[src/rtl/cpu_addr_alu_pkg.sv]
// cpu_addr_alu_pkg
// Shared encodings for the 65C02 datapath core: ABL base/offset select
// codes, ABH base select codes and the ALU function enum.
// Used by addr_unit and cpu_addr_alu.
// Optional feature macro used elsewhere in this slice: CPU_BCD_EN.
package cpu_addr_alu_pkg;

  // abl_op[3:2]: ADL adder base
  localparam logic [1:0] ABL_BASE_ABL = 2'b00;
  localparam logic [1:0] ABL_BASE_PCL = 2'b01;
  localparam logic [1:0] ABL_BASE_AHL = 2'b10;
  localparam logic [1:0] ABL_BASE_REG = 2'b11;

  // abl_op[1:0]: ADL adder offset
  localparam logic [1:0] ABL_OFS_ZERO = 2'b00;
  localparam logic [1:0] ABL_OFS_REG  = 2'b01;
  localparam logic [1:0] ABL_OFS_DB   = 2'b10;
  localparam logic [1:0] ABL_OFS_FF   = 2'b11;

  // abh_op[1:0]: ADH adder base
  localparam logic [1:0] ABH_BASE_ABH   = 2'b00;
  localparam logic [1:0] ABH_BASE_PCH   = 2'b01;
  localparam logic [1:0] ABH_BASE_DB    = 2'b10;
  localparam logic [1:0] ABH_BASE_STACK = 2'b11;

  localparam logic [7:0] STACK_PAGE  = 8'h01;
  localparam logic [7:0] VECTOR_PAGE = 8'hFF;

  typedef enum logic [4:0] {
    ALU_OR    = 5'h00,
    ALU_AND   = 5'h01,
    ALU_EOR   = 5'h02,
    ALU_ADD   = 5'h03,
    ALU_SUB   = 5'h04,
    ALU_PASSR = 5'h05,
    ALU_PASSM = 5'h06,
    ALU_SHL   = 5'h07,
    ALU_SHR   = 5'h08
  } alu_op_e;

endpackage

[src/rtl/addr_unit.sv]
// addr_unit
// Address generator: ADL/ADH adders, the ABL/ABH address registers,
// the AHL temporary and the program counter.
// Ports:
//   clk, RST          clock, synchronous active-high reset
//   abl_op[3:0]       ADL base [3:2] / offset [1:0] select
//   abl_ci            ADL adder carry in
//   abh_op[2:0]       ADH base [1:0], [2]=use ADL carry as ADH carry in
//   abh_ff            force ADH to 0xFF
//   ld_ahl            AHL <= DB
//   ld_pc, inc_pc     PC load from AD / increment
//   DB, REG [7:0]     data bus, register file read value
//   AD [15:0]         combinational {ADH, ADL}
//   PCL, PCH [7:0]    program counter
//   abl_co            ADL adder carry out
import cpu_addr_alu_pkg::*;

module addr_unit (
  input  logic        clk,
  input  logic        RST,
  input  logic [3:0]  abl_op,
  input  logic        abl_ci,
  input  logic [2:0]  abh_op,
  input  logic        abh_ff,
  input  logic        ld_ahl,
  input  logic        ld_pc,
  input  logic        inc_pc,
  input  logic [7:0]  DB,
  input  logic [7:0]  REG,
  output logic [15:0] AD,
  output logic [7:0]  PCL,
  output logic [7:0]  PCH,
  output logic        abl_co
);

  logic [7:0] abl, abh, ahl;
  logic [7:0] abl_base, abl_ofs, abh_base;
  logic [8:0] adl_sum;
  logic [7:0] adl, adh;
  logic       abh_ci;
  logic [8:0] pcl_sum;

  always_comb begin
    abl_base = abl;
    case (abl_op[3:2])
      ABL_BASE_ABL: abl_base = abl;
      ABL_BASE_PCL: abl_base = PCL;
      ABL_BASE_AHL: abl_base = ahl;
      ABL_BASE_REG: abl_base = REG;
      default:      abl_base = abl;
    endcase

    abl_ofs = 8'h00;
    case (abl_op[1:0])
      ABL_OFS_ZERO: abl_ofs = 8'h00;
      ABL_OFS_REG:  abl_ofs = REG;
      ABL_OFS_DB:   abl_ofs = DB;
      ABL_OFS_FF:   abl_ofs = 8'hFF;
      default:      abl_ofs = 8'h00;
    endcase

    abh_base = abh;
    case (abh_op[1:0])
      ABH_BASE_ABH:   abh_base = abh;
      ABH_BASE_PCH:   abh_base = PCH;
      ABH_BASE_DB:    abh_base = DB;
      ABH_BASE_STACK: abh_base = STACK_PAGE;
      default:        abh_base = abh;
    endcase
  end

  assign adl_sum = {1'b0, abl_base} + {1'b0, abl_ofs} + {8'h00, abl_ci};
  assign adl     = adl_sum[7:0];
  assign abl_co  = adl_sum[8];
  assign abh_ci  = abh_op[2] & adl_sum[8];
  // Vector fetch overrides the whole high adder, carry included.
  assign adh     = abh_ff ? VECTOR_PAGE : (abh_base + {7'h00, abh_ci});
  assign AD      = {adh, adl};

  // Increment is applied after the optional load, so ld_pc+inc_pc gives AD+1.
  assign pcl_sum = {1'b0, (ld_pc ? adl : PCL)} + {8'h00, inc_pc};

  always_ff @(posedge clk) begin
    if (RST) begin
      abl <= 8'h00;
      abh <= 8'h00;
      ahl <= 8'h00;
      PCL <= 8'h00;
      PCH <= 8'h00;
    end else begin
      abl <= adl;
      abh <= adh;
      if (ld_ahl) ahl <= DB;
      PCL <= pcl_sum[7:0];
      PCH <= (ld_pc ? adh : PCH) + {7'h00, pcl_sum[8]};
    end
  end

endmodule

[src/rtl/cpu_addr_alu.sv]
// cpu_addr_alu
// 65C02 datapath core: address generator (addr_unit) plus the 8-bit ALU.
// Address and ALU outputs are combinational; only address/PC state is
// registered (inside addr_unit).
// Ports:
//   clk, RST                    clock, synchronous active-high reset
//   abl_op, abl_ci, abh_op,
//   abh_ff, ld_ahl, ld_pc,
//   inc_pc                      address microcode fields
//   DB, REG, M [7:0]            data bus, register value R, memory operand
//   alu_op[4:0], alu_ci, alu_si ALU function, carry in, shift in
//   AD, PCL, PCH, abl_co        address outputs
//   alu_out, alu_co, alu_v      ALU result, carry, signed overflow
//   bcd_cl, bcd_ch              BCD nibble carries (ADD only)
// Configuration: define CPU_BCD_EN to build the BCD carry detectors;
// otherwise bcd_cl/bcd_ch are tied 0.
import cpu_addr_alu_pkg::*;

module cpu_addr_alu (
  input  logic        clk,
  input  logic        RST,
  input  logic [3:0]  abl_op,
  input  logic        abl_ci,
  input  logic [2:0]  abh_op,
  input  logic        abh_ff,
  input  logic        ld_ahl,
  input  logic        ld_pc,
  input  logic        inc_pc,
  input  logic [7:0]  DB,
  input  logic [7:0]  REG,
  input  logic [7:0]  M,
  input  logic [4:0]  alu_op,
  input  logic        alu_ci,
  input  logic        alu_si,
  output logic [15:0] AD,
  output logic [7:0]  PCL,
  output logic [7:0]  PCH,
  output logic        abl_co,
  output logic [7:0]  alu_out,
  output logic        alu_co,
  output logic        alu_v,
  output logic        bcd_cl,
  output logic        bcd_ch
);

  addr_unit u_addr (
    .clk    (clk),
    .RST    (RST),
    .abl_op (abl_op),
    .abl_ci (abl_ci),
    .abh_op (abh_op),
    .abh_ff (abh_ff),
    .ld_ahl (ld_ahl),
    .ld_pc  (ld_pc),
    .inc_pc (inc_pc),
    .DB     (DB),
    .REG    (REG),
    .AD     (AD),
    .PCL    (PCL),
    .PCH    (PCH),
    .abl_co (abl_co)
  );

  logic [7:0] alu_b;
  logic [8:0] alu_sum;
  logic [8:0] pass_sum;
  logic       is_add;

  // One adder serves ADD and SUB; SUB adds the complement of M.
  assign is_add   = (alu_op == ALU_ADD);
  assign alu_b    = (alu_op == ALU_SUB) ? ~M : M;
  assign alu_sum  = {1'b0, REG} + {1'b0, alu_b} + {8'h00, alu_ci};
  assign pass_sum = {1'b0, REG} + {8'h00, alu_ci};

  always_comb begin
    alu_out = REG;
    alu_co  = 1'b0;
    alu_v   = 1'b0;
    case (alu_op)
      ALU_OR:    alu_out = REG | M;
      ALU_AND:   alu_out = REG & M;
      ALU_EOR:   alu_out = REG ^ M;
      ALU_ADD, ALU_SUB: begin
        alu_out = alu_sum[7:0];
        alu_co  = alu_sum[8];
        alu_v   = (REG[7] == alu_b[7]) & (alu_sum[7] != REG[7]);
      end
      ALU_PASSR: begin
        alu_out = pass_sum[7:0];
        alu_co  = pass_sum[8];
      end
      ALU_PASSM: alu_out = M;
      ALU_SHL: begin
        alu_out = {M[6:0], alu_si};
        alu_co  = M[7];
      end
      ALU_SHR: begin
        alu_out = {alu_si, M[7:1]};
        alu_co  = M[0];
      end
      default:   alu_out = REG;
    endcase
  end

`ifdef CPU_BCD_EN
  logic [4:0] bcd_lo_sum;

  assign bcd_lo_sum = {1'b0, REG[3:0]} + {1'b0, M[3:0]} + {4'h0, alu_ci};
  assign bcd_cl     = is_add & (bcd_lo_sum > 5'd9);
  assign bcd_ch     = is_add & (alu_sum > 9'h099);
`else
  assign bcd_cl = 1'b0;
  assign bcd_ch = 1'b0;
`endif

endmodule

[config.mk]
export PLATFORM = sky130hd
export DESIGN_NAME = cpu_addr_alu
export DESIGN_NICKNAME = d
export VERILOG_FILES = /design/src/rtl/cpu_addr_alu_pkg.sv /design/src/rtl/addr_unit.sv /design/src/rtl/cpu_addr_alu.sv
export SDC_FILE = /design/constraint.sdc
export NUM_CORES = 1
export LEC_CHECK = 0
export CAP_MARGIN = 40
export CORE_AREA = 2 2 95 97
export CTS_CLUSTER_SIZE = 25
export DETAILED_ROUTE_END_ITERATION = 6
export DIE_AREA = 0 0 97 99
export GPL_TIMING_DRIVEN = 0
export PLACE_DENSITY_LB_ADDON = 0.08
export SYNTH_ARGS = -nofsm -noshare
export SYNTH_HDL_FRONTEND = slang
export SYNTH_SLANG_ARGS = --single-unit
[constraint.sdc]
create_clock -name clk -period 9.9 [get_ports clk]
set_clock_uncertainty 0.05 [all_clocks]
set_input_delay 0.99 -clock clk [delete_from_list [all_inputs] [get_ports clk]]
set_output_delay 0.99 -clock clk [all_outputs]
set_load 0.05 [all_outputs]
==> metrics.cfg, run 1 <==
[synthesis]
netlist_instances = 514
synthSimpleGateAreaFrac_pct = 21.4
avgSynthCellArea_um2 = 8.17
seq_area_frac_synth_pct = 19.1
synth_edf_count = 0
synth_compound_area_share_pct = 23.7
synth.distinct_cells = 79
synth-xor-area-share_pct = 6.05
yosys_warnings = 0
synth_fa_ha_area_share_pct = 13.2
synth_top_family_by_area = compound AO/OA/AOI/OAI gates
ys_ff_latch = 40
synth_mux_area_share_pct = 9.74
ys_async_sr_fraction_pct = 0
netlist_area_um2 = 4200
ys.flop_type = dfxtp_1

[final_layout]
final_area_um2 = 5270
num_antenna_cells = 0
stdcell_count = 712
nFillCells = 795
drive_above_1_share_pct = 8.94
areaGrowthSynthToFinish_pct = 25.4
final_core_util_pct = 61.6
num-nets-final = 690

[run]
cap_violations = 0

[clocking]
clkSlewWorstSetupHoldPaths_ps = 70
clk_path_buf_depth = 2
numCtsBuffers = 5
clk-insertion-delay-late_ps = 300
cts_num_sinks = 40
postCtsSetupRepairBufs = 0
cts_tree = done
ctsRootBufferMaster = clkbuf_8
post_cts_resized = 0
cts_hold_repair.buffers = 0
htree_num_levels = 2

[place]
dpl.cell_count = 704
post-place-ws_ps = 2610
dp_hpwl_um = 10200
placedInstanceArea_um2 = 5140
numPortBuffers = 80
gp_congestion = 1.00

[run_status]
outcome = completed

[critical_path]
cp-end-kind = output port
worstPathRequired_ps = 8860
arrival_ps = 6370
startpoint_type = primary input
path_class = primary input to output port
rrSetupSlack_ps = 4650
crit_fanout = 6

[grt]
grt_max_degree = 14
antenna_found_initial = 0
grt_pass1_wl_um = 20500
first_global_vias = 4137
gr-usage-all-layers_pct = 26.4
grt_overflow = 0

[sta]
tns_ps = 0
rsz0062_at_grt = no
tightest_slew_ps = 875
max_freq_ghz = 0.135
min_period_ps = 7410
slew_headroom_pct = 41.2
fin_hold_ws_ps = 445
hold_violations = 0
drv_slew = 0
fin_crit_sh_pct = 74.8
setup_viol = 0
setup_slack_ps = 2490

[worst_hold_path]
hold_class = flop to flop

[floorplanning]
die_w_um = 97
initial_core_util_pct = 49.1
io_pins = 90
core_area_um2 = 8550
die_h_um = 99
dieArea_um2 = 9600
num_rows = 34

[drt]
vias = 4226
ant_nets = 0
via_per_inst = 5.94
drt_wl_total_um = 12800
remaining_drc_errors = 0
firstDrtPassIters = 5
detail_route.wl_per_cell_um = 18.0
drt_iter0_markers = 196

[pwr]
power_mw = 0.777
leakage_nw = 2.19
power.density_nw_per_um2 = 147
ir_drop_v = 0.0000724

==> cell usage in the layout, fill, tap and decap left out, types with 5 or more instances in the layout <==
master and n:
o21ai_0 15, nor2b_1 10, nand2_1 22, or3_1 7, a21o_1 6, nor3_1 11
dfxtp_1 40, nor2_1 66, ha_1 38, mux2i_1 16, clkbuf_1 18, mux4_2 8
a222oi_1 5, a22oi_1 6, clkbuf_8 6, a21oi_1 39, and3_1 6, xnor2_1 25
a221oi_1 9, inv_1 39, and2_1 11, nand3_1 12, clkdlybuf4s50_1 80, buf_2 6
==> path summary, 6_finish.rpt <==
path,start,end,cells after the start
setup reg to reg,u_addr.PCL[0],u_addr.PCH[7],20
hold / removal,u_addr.ahl[6],u_addr.ahl[6],2
setup / recovery,REG[0],AD[12],19
hold reg to reg,u_addr.ahl[6],u_addr.ahl[6],2
==> cells by family after synthesis <==
| family | after synthesis |
|---|---|
| and+or+nand+nor | 173 |
| AOI/OAI and AO/OA | 133 |
| buffers and inverters | 67 |
| adders and majority gates | 42 |
| DFF | 40 |
| xor gates and xnor gates | 29 |
| muxes | 29 |
| other | 1 |
==> sequential cells by signal, indices dropped and copies added (netlist names) <==
| signal | count |
|---|---|
| u_addr.ahl | 8 |
| u_addr.abl | 8 |
| u_addr.PCL | 8 |
| u_addr.PCH | 8 |
| u_addr.abh | 8 |
==> metal layers <==
metal	vias to the layer above	routed length [um]	global-route usage, %
met5	-	0	0
met4	0	425	11.3
met3	25	708	3.05
met2	158	5900	43.8
met1	1998	5790	34.9
li1	2045	-	-
==> final cells by class <==
type	count	area (um2)	share of cell area [%]
well taps	108	135	2.57
inverters	39	146	2.78
flip-flops and latches	40	801	15.2
plain buffers	28	134	2.54
multi-input cells	408	3120	59.3
clock inverters	2	38.8	0.737
clock buffers	6	82.6	1.57
repair buffers	81	806	15.3
==> worst max-delay path, cell delays in order <==
cell and delay [ps]:
clkdlybuf4s50_1 640, mux4_2 280, inv_1 50, fa_1 410
inv_1 90, fa_1 210, a21o_1 130, a21oi_1 120
o21ai_0 320, a21oi_1 110, o21bai_1 400, and2_1 200
ha_1 240, ha_1 310, nor2b_1 270, a32oi_4 110
nor4_1 610, nor2_1 140, clkdlybuf4s50_1 740
==> power breakdown <==
part / total, mW / switching, mW / internal (mW)
logic: 0.434 / 0.270 / 0.165
registers: 0.198 / 0.0140 / 0.184
clock network: 0.145 / 0.0620 / 0.0825
==> synth_stat cells (all sizes together) (6+ instances only) <==
| cell type | number | share of area (%) |
|---|---|---|
| a221oi | 9 | 1.9 |
| a211oi | 6 | 1.3 |
| nor3 | 11 | 1.3 |
| buf | 10 | 1.6 |
| o21ai | 18 | 2.1 |
| and3 | 6 | 0.89 |
| nor4 | 6 | 1.2 |
| clkbuf | 18 | 1.6 |
| a21oi | 40 | 4.9 |
| a22oi | 6 | 1.1 |
| xnor2 | 25 | 5.2 |
| mux4 | 8 | 4.3 |
| nand3 | 14 | 1.9 |
| ha | 38 | 11 |
| mux2i | 18 | 4.5 |
| dfxtp | 40 | 19 |
| and2 | 12 | 1.8 |
| nor2 | 66 | 5.9 |
| nand2 | 22 | 2.0 |
| or3 | 7 | 1.0 |
| nor2b | 11 | 1.8 |
| inv | 39 | 3.5 |
| a21o | 6 | 1.1 |
No activity file was read; power rests on OpenSTA's default activity.
==> inputs of run 2 (changes only) <==
==> constraint.sdc (replaced) <==
create_clock -name clk -period 7.1 [get_ports clk]
set_clock_uncertainty 0.05 [all_clocks]
set_input_delay 0.71 -clock clk [delete_from_list [all_inputs] [get_ports clk]]
set_output_delay 0.71 -clock clk [all_outputs]
set_load 0.05 [all_outputs]
==> run 2 against run 1 <==
Compared with the run above: worst hold slack lost 0.93 ps; critical endpoint unchanged; register-to-register slack worse by 2800 ps; sequential power rose by 39%; largest power group unchanged; first-iteration DRC count down 5.6%; final cell count is the same.
==> metrics.cfg, run 2 (same netlist as run 1, synthesis figures left out) <==
[clocking]
cts_tree = done
clk_path_buf_depth = 2  ; unchanged
htree_num_levels = 2  ; unchanged
ctsRootBufferMaster = clkbuf_8
clkSlewWorstSetupHoldPaths_ps = 70  ; about the same
numCtsBuffers = 5  ; unchanged
cts_num_sinks = 40  ; unchanged
cts_hold_repair.buffers = 0  ; unchanged
clk-insertion-delay-late_ps = 300  ; about the same

[drt]
drt_iter0_markers = 185  ; -5.6%
vias = 4250  ; +0.57%
firstDrtPassIters = 7  ; +2
ant_nets = 0  ; unchanged
drt_wl_total_um = 12800  ; +0.11%
remaining_drc_errors = 0  ; unchanged
detail_route.wl_per_cell_um = 18.0  ; +0.11%
via_per_inst = 5.97  ; +0.57%

[worst_hold_path]
hold_class = flop to flop

[final_layout]
areaGrowthSynthToFinish_pct = 25.4  ; about the same
nFillCells = 794  ; -0.13%
drive_above_1_share_pct = 9.11  ; +0.17 points
num-nets-final = 690  ; unchanged
num_antenna_cells = 0  ; unchanged
layout_commonest_cell = clkdlybuf4s50_1
final_cell_mix = clkdlybuf4s50_1, nor2_1, dfxtp_1, inv_1, a21oi_1

[critical_path]
cp-end-kind = output port
worstPathRequired_ps = 6340  ; -2520 ps
arrival_ps = 6070  ; -300 ps
crit_fanout = 6  ; unchanged
path_class = primary input to output port
startpoint_type = primary input

[pwr]
p_sw_share_pct = 44.6  ; +0.051 points
ir_drop_v = 0.000101  ; +39%
leakage_nw = 2.20  ; +0.14%
p_comb_share_pct = 55.9  ; about the same
intPower_mw = 0.601  ; +40%
p_clk_share_pct = 18.7  ; about the same
seq_power_share_pct = 25.4  ; about the same
power.density_nw_per_um2 = 206  ; +40%
p_switching_mw = 0.484  ; +40%

[floorplanning]
dieArea_um2 = 9600  ; unchanged
die_h_um = 99  ; unchanged
num_rows = 34  ; unchanged
core_area_um2 = 8550  ; unchanged
io_pins = 90  ; unchanged
initial_core_util_pct = 49.1  ; unchanged
die_w_um = 97  ; unchanged

[grt]
use_met1_pct = 34.9  ; unchanged
grt_busiest_layer = met2
grt_pass1_wl_um = 20500  ; unchanged
use_met2_pct = 43.8  ; unchanged
antenna_found_initial = 0  ; unchanged
grt_overflow = 0  ; unchanged
grt_max_degree = 14  ; unchanged
first_global_vias = 4137  ; unchanged
gr-usage-all-layers_pct = 26.4  ; unchanged
grt.met3_usage_pct = 3.05  ; unchanged

[run_status]
outcome = completed

[sta]
hold_violations = 0  ; unchanged
setup_viol = 0  ; unchanged
max_freq_ghz = 0.146
fin_hold_ws_ps = 444  ; -0.926 ps
min_period_ps = 6830
rsz0062_at_grt = no
drv_slew = 0  ; unchanged
slew_headroom_pct = 41.1  ; -0.091 points
tightest_slew_ps = 876  ; +1.35 ps
fin_crit_sh_pct = 96.2
tns_ps = 0  ; unchanged
setup_slack_ps = 269  ; -2220 ps

[place]
dp_hpwl_um = 10200  ; unchanged
gp_congestion = 1.00  ; unchanged
numPortBuffers = 80  ; unchanged
post-place-ws_ps = 375  ; -2240 ps

[run]
cap_violations = 0  ; unchanged

-- run 2: changes by cell type in the layout (fill, tap and decap cells not counted) --
cell / previous run / this run
clkbuf_2: 0 / 1
clkbuf_1: 18 / 17
-- run 2: path summary, 6_finish.rpt --
kind	start	end	slack [ps]	depth (start not counted)
worst max register to register	u_addr.PCL[0]	u_addr.PCH[7]	1810	20
worst min register to register	u_addr.ahl[6]	u_addr.ahl[6]	440	2
worst max-delay path	REG[0]	AD[12]	270	19
worst min-delay path	u_addr.ahl[6]	u_addr.ahl[6]	440	2
-- run 2: repair_timing --
action	CTS	global route
endpoints found under the setup margin	0	1
resized for setup	0	2
setup buffers	0	0
-- run 2: power by group through the flow --
stage          registers (mW)  logic (mW)  clock network [mW]
6_report                0.276       0.607               0.202
5_1_grt                 0.279       0.649               0.213
4_1_cts                 0.276       0.603               0.204
3_5_place_dp            0.281       0.601                   0
3_3_place_gp            0.280       0.592                   0
2_1_floorplan           0.319       0.377                   0
-- run 2: final cells by class --
class                   count  area (um2)  share of cell area [%]
clock buffers               6        82.6                    1.57
clock inverters             2        38.8                   0.736
plain buffers              28         135                    2.57
inverters                  39         146                    2.78
multi-input cells         408        3120                    59.3
repair buffers             81         806                    15.3
flip-flops and latches     40         801                    15.2
well taps                 108         135                    2.57
-- run 2: worst max-delay path, stage by stage --
cell and delay (ps):
clkdlybuf4s50_1 640, mux4_2 280, inv_1 50, fa_1 410
inv_1 90, fa_1 210, a21o_1 130, a21oi_1 120
o21ai_0 320, a21oi_1 110, o21bai_1 400, and2_1 200
ha_1 240, ha_1 310, nor2b_1 270, a32oi_4 110
nor4_1 590, nor2_1 140, clkdlybuf4s50_1 740
-- run 2: stage by stage --
stage / util, % / power, mW / instance area [um2] / cells
2_1_floorplan: - / 0.697 / 4200 / 515
3_3_place_gp: 60.1 / 0.872 / 5140 / 703
3_5_place_dp: 60.2 / 0.881 / 5140 / 704
4_1_cts: 61.6 / 1.08 / 5270 / 712
5_1_grt: 61.6 / 1.14 / 5270 / 712
6_report: 61.6 / 1.08 / 5270 / 712
-- run 2: metal layers --
| layer | share of wire, % | vias to the layer above |
|---|---|---|
| li1 | - | 2048 |
| met1 | 45 | 2014 |
| met2 | 46 | 162 |
| met3 | 6.1 | 26 |
| met4 | 3.2 | 0 |
| met5 | 0 | - |
==> inputs of run 3 (changes only) <==
--- a/config.mk
+++ b/config.mk
@@ -7,11 +7,13 @@
 export LEC_CHECK = 0
 export CAP_MARGIN = 40
 export CORE_AREA = 2 2 95 97
+export CTS_CLUSTER_DIAMETER = 80
 export CTS_CLUSTER_SIZE = 25
 export DETAILED_ROUTE_END_ITERATION = 6
 export DIE_AREA = 0 0 97 99
 export GPL_TIMING_DRIVEN = 0
 export PLACE_DENSITY_LB_ADDON = 0.08
+export SKIP_CTS_REPAIR_TIMING = 1
 export SYNTH_ARGS = -nofsm -noshare
 export SYNTH_HDL_FRONTEND = slang
 export SYNTH_SLANG_ARGS = --single-unit
==> constraint.sdc (replaced) <==
create_clock -name clk -period 8.32 [get_ports clk]
set_clock_uncertainty 0.05 [all_clocks]
set_input_delay 0.832 -clock clk [delete_from_list [all_inputs] [get_ports clk]]
set_output_delay 0.832 -clock clk [all_outputs]
set_load 0.05 [all_outputs]
==> results of run 3 <==
Same layout as run 1 (identical final DEF). Status: completed.
Main changes from that run: setup slack after placement 2610 ps -> 1350 ps; setup slack after layout 2490 ps -> 1230 ps; register-to-register setup slack 4650 ps -> 3070 ps; total power 0.777 mW -> 0.924 mW; worst IR drop on VDD 0.0000724 V -> 0.0000862 V
